==> config.mk <==
export PLATFORM = sky130hd
export DESIGN_NAME = uart_tx_arbiter
export DESIGN_NICKNAME = d
export VERILOG_FILES = /design/src/rtl/uart_tx_arbiter.sv
export SDC_FILE = /design/constraint.sdc
export NUM_CORES = 1
export LEC_CHECK = 0
export CAP_MARGIN = 40
export CORE_UTILIZATION = 49
export CTS_BUF_LIST = sky130_fd_sc_hd__clkbuf_8
export DETAILED_ROUTE_END_ITERATION = 8
export PLACE_DENSITY = 0.87
export SLEW_MARGIN = 20
export SYNTH_ARGS = -nofsm -noshare
export SYNTH_HDL_FRONTEND = slang
export SYNTH_SLANG_ARGS = --single-unit
==> constraint.sdc <==
create_clock -name clk -period 4.46 [get_ports clk]
set_input_delay 0.446 -clock clk [delete_from_list [all_inputs] [get_ports clk]]
set_output_delay 0.446 -clock clk [all_outputs]
set_load 0.02 [all_outputs]
==> src/rtl/uart_tx_arbiter.sv <==
// ---------------------------------------------------------------------------
// uart_tx_arbiter
//
// Shares one UART transmitter among NUM_REQ byte sources. A round-robin
// arbiter picks one requester, latches its byte and the line configuration,
// launches the transmitter with a single-cycle tx_enb, waits for the frame to
// complete (guarded by a watchdog), then acknowledges the requester.
//
// Ports:
//   clk, reset_n        clock; asynchronous reset, active HIGH (reset_n=1)
//   req[NUM_REQ]        level request per requester
//   req_data            requester i byte at [i*DATA_BITS +: DATA_BITS]
//   req_ack[NUM_REQ]    one-hot single-cycle "transfer finished" pulse
//   cfg_ratio           clocks per bit (must be >= 2)
//   cfg_parity_en/odd   parity configuration, latched at grant
//   err_clr             clears the sticky error flags (a new error wins)
//   tx_enb              single-cycle launch pulse to the transmitter
//   tx_data/ratio/...   latched byte and configuration for the transmitter
//   tx_busy, tx_done    transmitter status / frame-complete pulse
//   grant_id            index of the current or last granted requester
//   active              high whenever the FSM is not IDLE
//   timeout_err         sticky: watchdog expired waiting for the transmitter
//   cfg_err             sticky: cfg_ratio < 2 at grant time
// ---------------------------------------------------------------------------
module uart_tx_arbiter #(
    parameter int NUM_REQ        = 4,
    parameter int DATA_BITS      = 8,
    parameter int RATIO_REG_SIZE = 8,
    parameter int TIMEOUT        = 4095
) (
    input  logic                         clk,
    input  logic                         reset_n,
    input  logic [NUM_REQ-1:0]           req,
    input  logic [NUM_REQ*DATA_BITS-1:0] req_data,
    output logic [NUM_REQ-1:0]           req_ack,
    input  logic [RATIO_REG_SIZE-1:0]    cfg_ratio,
    input  logic                         cfg_parity_en,
    input  logic                         cfg_parity_odd,
    input  logic                         err_clr,
    output logic                         tx_enb,
    output logic [DATA_BITS-1:0]         tx_data,
    output logic [RATIO_REG_SIZE-1:0]    tx_ratio,
    output logic                         tx_parity_en,
    output logic                         tx_parity_odd,
    input  logic                         tx_busy,
    input  logic                         tx_done,
    output logic [$clog2(NUM_REQ)-1:0]   grant_id,
    output logic                         active,
    output logic                         timeout_err,
    output logic                         cfg_err
);

    localparam int GID_W = $clog2(NUM_REQ);
    localparam int WD_W  = $clog2(TIMEOUT + 1);

    localparam logic [2:0] S_IDLE      = 3'd0;
    localparam logic [2:0] S_LAUNCH    = 3'd1;
    localparam logic [2:0] S_WAIT_BUSY = 3'd2;
    localparam logic [2:0] S_WAIT_DONE = 3'd3;
    localparam logic [2:0] S_ACK       = 3'd4;

    logic [2:0]       state;
    logic [GID_W-1:0] last_grant;
    logic [WD_W-1:0]  wd_cnt;
    logic             arb_found;
    logic [GID_W-1:0] arb_idx;
    logic             wd_expire;

    // Round-robin search: first set req bit starting just after last_grant.
    always_comb begin : arbitrate
        int               cand_i;
        logic [GID_W-1:0] cand;
        // NOTE: every variable written here gets a default first, so no path
        // leaves one unassigned and no latch is inferred.
        arb_found = 1'b0;
        arb_idx   = '0;
        cand_i    = 0;
        cand      = '0;
        for (int off = 1; off <= NUM_REQ; off++) begin
            cand_i = (int'(last_grant) + off) % NUM_REQ;
            cand   = cand_i[GID_W-1:0];
            if (!arb_found && req[cand]) begin
                arb_found = 1'b1;
                arb_idx   = cand;
            end
        end
    end

    // The watchdog has counted TIMEOUT waiting cycles at this edge.
    assign wd_expire = (wd_cnt == WD_W'(TIMEOUT - 1));

    // NOTE: sequential state uses non-blocking assignments only, so every
    // register samples the pre-edge values of the others.
    always_ff @(posedge clk or posedge reset_n) begin
        if (reset_n) begin
            state         <= S_IDLE;
            // Pointer at the last index so requester 0 wins the first round.
            last_grant    <= GID_W'(NUM_REQ - 1);
            wd_cnt        <= '0;
            grant_id      <= '0;
            tx_data       <= '0;
            tx_ratio      <= '0;
            tx_parity_en  <= 1'b0;
            tx_parity_odd <= 1'b0;
            timeout_err   <= 1'b0;
            cfg_err       <= 1'b0;
        end else begin
            // Clear first; a set later in this block overrides it (set wins).
            if (err_clr) begin
                timeout_err <= 1'b0;
                cfg_err     <= 1'b0;
            end

            case (state)
                S_IDLE: begin
                    if (arb_found) begin
                        grant_id      <= arb_idx;
                        tx_data       <= req_data[int'(arb_idx) * DATA_BITS +: DATA_BITS];
                        tx_ratio      <= cfg_ratio;
                        tx_parity_en  <= cfg_parity_en;
                        tx_parity_odd <= cfg_parity_odd;
                        if (cfg_ratio < RATIO_REG_SIZE'(2)) begin
                            // Transmitter cannot run at this ratio: skip the
                            // launch but still acknowledge the requester.
                            cfg_err <= 1'b1;
                            state   <= S_ACK;
                        end else begin
                            state <= S_LAUNCH;
                        end
                    end
                end
                S_LAUNCH: begin
                    wd_cnt <= '0;
                    state  <= S_WAIT_BUSY;
                end
                S_WAIT_BUSY: begin
                    wd_cnt <= wd_cnt + 1'b1;
                    if (tx_done) begin
                        state <= S_ACK;            // busy phase was missed
                    end else if (wd_expire) begin
                        timeout_err <= 1'b1;
                        state       <= S_ACK;
                    end else if (tx_busy) begin
                        state <= S_WAIT_DONE;
                    end
                end
                S_WAIT_DONE: begin
                    wd_cnt <= wd_cnt + 1'b1;
                    if (tx_done) begin
                        state <= S_ACK;
                    end else if (wd_expire) begin
                        timeout_err <= 1'b1;
                        state       <= S_ACK;
                    end
                end
                S_ACK: begin
                    last_grant <= grant_id;
                    state      <= S_IDLE;
                end
                default: state <= S_IDLE;
            endcase
        end
    end

    // Strobes decode straight from the state register.
    assign tx_enb = (state == S_LAUNCH);
    assign active = (state != S_IDLE);

    always_comb begin
        req_ack = '0;
        if (state == S_ACK) req_ack[grant_id] = 1'b1;
    end

endmodule

# == Yosys cells after proc, flatten, opt, wreduce, memory -nomap -nowiden ==
# Index checks and enable logic that the tools add are counted.
# op_classes
reduce_logical,13
eq_ne,8
n_lt_le_gt_ge,7
shifts,1
mux,36
addsub,5
# ops
operator,n
indexed part select 32 x 6 -> 8 bit,1
one-hot mux 12 bit (2 select lines),1
2-to-1 mux 3 bit,7
2-to-1 mux 1 bit,17
"< comparator 2 x 3 -> 1 bit, second input constant",5
"adder 12 x 1 -> 12 bit, second input constant",1
"== test 12 bit, second input constant",1
one-hot mux 3 bit (4 select lines),1
binary-select mux 1 bit (select 2 bit),4
"< comparator 8 x 2 -> 1 bit, second input constant",1
2-to-1 mux 2 bit,4
"== test 3 x 2 -> 1 bit, second input constant",2
"adder 2 x 1 -> 2 bit, second input constant",2
"adder 2 bit, second input constant",2
logical AND 1 bit,4
2-to-1 mux 4 bit,1
"!= test 4 bit, second input constant",1
"== test 3 x 1 -> 1 bit, second input constant",1
"== test 3 bit, second input constant",1
logical NOT 1 bit,3
logical NOT 3 bit,1
"!= test 3 bit, second input constant",1
AND reduction 3 bit,1
nonzero test 3 bit,1
6 further kinds,6
# totals
ff_bits,39
elab_cells,80
input_bits,51

# == Logic depth before layout (Yosys ltp) ==
# logic_depth
word_depth,15
depth_mapped,7
depth_no_buf,7

# == Worst setup path after synthesis ==
# OpenSTA, ideal clock, no wires.
# synth_timing
kind,register -> register
from,reg last_grant[1]
to,reg tx_data[0]
t_arrival_ns,1.833
path_stages_with_launch,7
synth_period_minus_slack_ns,1.959
setup_slack_ns,2.501
setup_ns,0.126
path_cell_list,dfstp_2 -> buf_6 -> mux2i_4 -> a2bb2oi_4 -> nand2_4 -> mux2_2 -> a221o_1
# synth_between
elab_chain_len,14
# synth_lines
item,line,source
start: declaration,63,logic [GID_W-1:0] last_grant;
start signal: assignment,98,last_grant <= GID_W'(NUM_REQ - 1);
start signal: assignment,157,last_grant <= grant_id;
adder 2 x 1 -> 2 bit,80,cand_i = (int'(last_grant) + off) % NUM_REQ;
binary-select mux 1 bit (select 2 bit),82,if (!arb_found && req[cand]) begin
2-to-1 mux 1 bit (not written as such),82,
2-to-1 mux 1 bit,82,
logical NOT 1 bit,82,
logical AND 1 bit,82,
2-to-1 mux 1 bit,82,
logical NOT 1 bit,82,
logical AND 1 bit,82,
2-to-1 mux 1 bit,82,
logical NOT 1 bit,82,
logical AND 1 bit,82,
2-to-1 mux 2 bit / 2-to-1 mux 1 bit (equally long branches),82,
indexed part select 32 x 6 -> 8 bit / AND reduction 2 bit (equally long branches),-,
end signal: assignment,118,tx_data <= req_data[int'(arb_idx) * DATA_BITS +: DATA_BITS];
end: declaration,41,"output logic [DATA_BITS-1:0] tx_data,"
# Several ways; a longest one is shown, not always the timed one. The select of a mux whose other input is x is not followed.
# A chain may end at the register's enable or synchronous reset.

# == Final worst setup path ==
# layout_timing
from,reg state[0]
to,reg tx_data[6]
# layout_between
elab_chain_len,2
# layout_lines
item,line,source
start: declaration,62,logic [2:0] state;
start signal: assignment,96,state <= S_IDLE;
start signal: assignment,126,state <= S_ACK;
start signal: assignment,128,state <= S_LAUNCH;
logical NOT 3 bit,114,case (state)
AND reduction 2 bit (no line),-,
# Every way passes these cells.

==> impl_metrics.py <==
metrics = {
    "status": {
        "run_status": "complete, no violations",
    },
    "placed_design": {
        "dp_cells": 335,
        "hpwl_mm": 3.896,
        "port_buffers": 78,
        "place.gp.congestion": 0.8787,
    },
    "layout": {
        "stdcell_count": 343,
        "drive_above_1_share": 0.1297,
        "syn2layout_area_growth_pct": 44.25,
        "final_common_cell": "clkdlybuf4s50_1",
        "final_net_count": 345,
        "final_cell_mix": "clkdlybuf4s50_1, dfrtp_1, o21ai_0",
        "antennaDiodeCount": 0,
    },
    "timing": {
        "fin_skew_ns": 0.003822,
        "tightest_slew_ns": 0.7603,
        "setup_viol": 0,
        "hold_viol_final": 0,
        "relSlewSlack": 0.4919,
        "rsz0062_at_grt": "no",
        "finalCritPeriodShare": 0.5603,
        "tns_ns": 0,
        "final_max_slew_viol_count": 0,
        "max_freq_mhz": 400.2,
        "fin_crit_ns": 2.499,
    },
    "synthesis": {
        "syn_avg_cell_area_um2": 9.856,
        "synth_top_family_by_area": "compound AO/OA/AOI/OAI gates",
        "synthTopCellsByArea": "dfrtp_1, mux2_2, o21ai_0, nand2_1, a221o_1",
        "synth_top_area_frac": 0.4431,
        "synth_xor_area_frac": 0.008383,
        "synth-edff-count": 0,
        "syn_nets": 265,
        "synthArstFlopShare": 1.000,
        "synthAdderAreaFrac": 0.01198,
        "ys_types": 40,
        "ys_ff_latch": 39,
        "synth_ff_type": "dfrtp_1",
        "yosysSeqAreaShare": 0.4683,
        "synth_compound_area_frac": 0.2006,
        "synth-warning-count": 0,
        "synth_mux_area_frac": 0.1132,
        "synth_area_um2": 2090,
        "synth.largest_area_cell": "dfrtp_1",
        "synthCells": 212,
        "synth-simple-area-share": 0.1725,
    },
    "power": {
        "p_int_uw": 1078,
        "switching_share": 0.3921,
        "p_sw_uw": 695.0,
        "p_per_area_nw_per_um2": 588.1,
        "max-vdd-ir-drop_mv": 0.4367,
        "power_frac_seq": 0.338,
        "pwr-share-clk": 0.147,
        "leakagePower_uw": 0.001218,
        "combPwrFrac": 0.515,
    },
    "route": {
        "wl_per_cell_um": 15.14,
        "drt-pass1-iter-count": 4,
        "vias": 2001,
        "dr.first_iter.drc_count": 184,
        "antenna_left": 0,
        "drc": 0,
        "viasPerCell": 5.834,
        "drt-total-wl_mm": 5.194,
    },
    "die": {
        "coreArea_um2": 4058,
        "start_util": 0.5150,
        "dieHeight_um": 67.30,
        "pin_count": 79,
        "die_w_um": 67.30,
        "rows": 23,
        "die_area_um2": 4529,
    },
    "worst_setup_path": {
        "critical_path.max_stage_delay_ns": 0.62,
        "path_cells": "nor3_1 > nand2_1 > nor2_1 > a221o_1",
        "r2r_cells": 4,
        "r2r_setup_slack_ns": 1.96,
        "cp_slowest_cell": "nand2_1",
        "arrival_ns": 2.73,
        "crit_required_ns": 4.69,
        "crit_path_end_kind": "flop",
        "worstReg2RegEnd": "tx_data[6]$_DFFE_PP0P_",
        "regToRegStartpoint": "state[0]$_DFFE_PP0P_",
        "crit_type": "flop to flop",
        "cp-start-kind": "flop",
        "crit_fanout": 21,
    },
    "grt": {
        "grt_pass1_vias": 1937,
        "grt_pass1_wl_mm": 8.562,
        "grt_max_degree": 40,
        "antenna_found_initial": 0,
        "grt-ovfl-total": 0,
        "grt_util_all_layers": 0.2538,
    },
    "hold_path": {
        "min_delay_worst_endpoint": "wd_cnt[10]$_DFFE_PP0P_",
        "holdCritStartpoint": "wd_cnt[10]$_DFFE_PP0P_",
        "hold_class": "flop to flop",
        "hold_depth": 1,
    },
    "clocking": {
        "postCtsSetupRepairBufs": 0,
        "htree_levels": 2,
        "insertion_delay_ns": 0.29,
        "path_clk_slew_ns": 0.07,
        "postCtsHoldBufs": 0,
        "cts_root_buf": "clkbuf_8",
        "cts_tree": "done",
        "cts_buffers": 5,
        "ctsResizeCount": 0,
        "clockBufferDepth": 2,
        "clock-sinks": 39,
    },
    "job": {
        "cap_violations": 0,
    },
}
[cell usage after synthesis, drive strengths merged, types with 4 or more instances]
master	number
dfrtp	37
o21ai	26
nand2	23
mux2	19
nor2	17
nand3	15
a21oi	12
a221o	8
inv	6
clkbuf	5
nor3	4
[metrics by stage]
stage | hold WS (ns) | util | cell area (um2) | total power (uW) | setup slack (ns)
2_1_floorplan | 0.4491 | - | 2090 | 1162 | 2.501
3_3_place_gp | 0.4646 | 0.7172 | 2910 | 1488 | 1.869
3_5_place_dp | 0.4839 | 0.7172 | 2910 | 1512 | 1.769
4_1_cts | 0.4947 | 0.7428 | 3014 | 1775 | 1.975
5_1_grt | 0.5182 | 0.7428 | 3014 | 1892 | 1.641
6_report | 0.4995 | 0.7428 | 3014 | 1773 | 1.961
[layer usage]
metal  global-route usage  up-vias  share of wire
met5                    0        -              0
met4               0.1117        0          0.031
met3              0.05405       14          0.059
met2               0.4213       82           0.48
met1               0.3170      968           0.43
li1                     -      937              -
[sequential cells by signal, summed over array words and instances, names as in the netlist]
signal         count
cfg_err            1
grant_id           2
last_grant         2
state              3
timeout_err        1
tx_data            8
tx_parity_en       1
tx_parity_odd      1
tx_ratio           8
wd_cnt            12
[power by group through the flow]
stage / Combinational [uW] / Sequential, uW / Clock [uW]
floorplan: 479 / 683 / 0
global placement: 893 / 595 / 0
detailed placement: 913 / 600 / 0
CTS: 914 / 597 / 264
global route: 993 / 616 / 282
finish: 913 / 599 / 260
[critical path, delay by kind of cell, from the launching register on]
family / cells / cell delay [ns]
AND/OR/NAND/NOR: 3 / 1.76
flip-flops: 1 / 0.43
AO/OA/AOI/OAI: 1 / 0.24
[kinds of logic (layout without fill, tap and decap cells)]
logic type,after synthesis,after routing
adder cells (fa/ha/maj),2,2
AND/OR/NAND/NOR,75,75
buffers and inverters,12,93
multiplexers,20,20
flip-flops,39,39
AO/OA/AOI/OAI,62,62
XOR/XNOR,2,2
[worst max-delay path by stage]
stage	startpoint	end	slack, ns	cells after the start
after floorplan	last_grant[1]$_DFFE_PP1P_	tx_data[0]$_DFFE_PP0P_	2.50	6
after global placement	req[3]	tx_data[6]$_DFFE_PP0P_	1.87	6
after detailed placement	req[3]	tx_data[4]$_DFFE_PP0P_	1.77	6
after CTS	state[0]$_DFFE_PP0P_	tx_data[6]$_DFFE_PP0P_	1.97	4
after global routing	state[0]$_DFFE_PP0P_	tx_data[4]$_DFFE_PP0P_	1.64	4
final	state[0]$_DFFE_PP0P_	tx_data[6]$_DFFE_PP0P_	1.96	4
[area by class of cell]
type	count	area [um2]
clock buffer	7	96.34
clock inverter	1	7.507
fill	289	1044
inverter	6	22.52
multi-input combinational	161	1059
sequential	39	978.4
tap	50	62.56
timing repair buffer	79	788.3
Note: power is estimated with default switching activity, not from simulation.
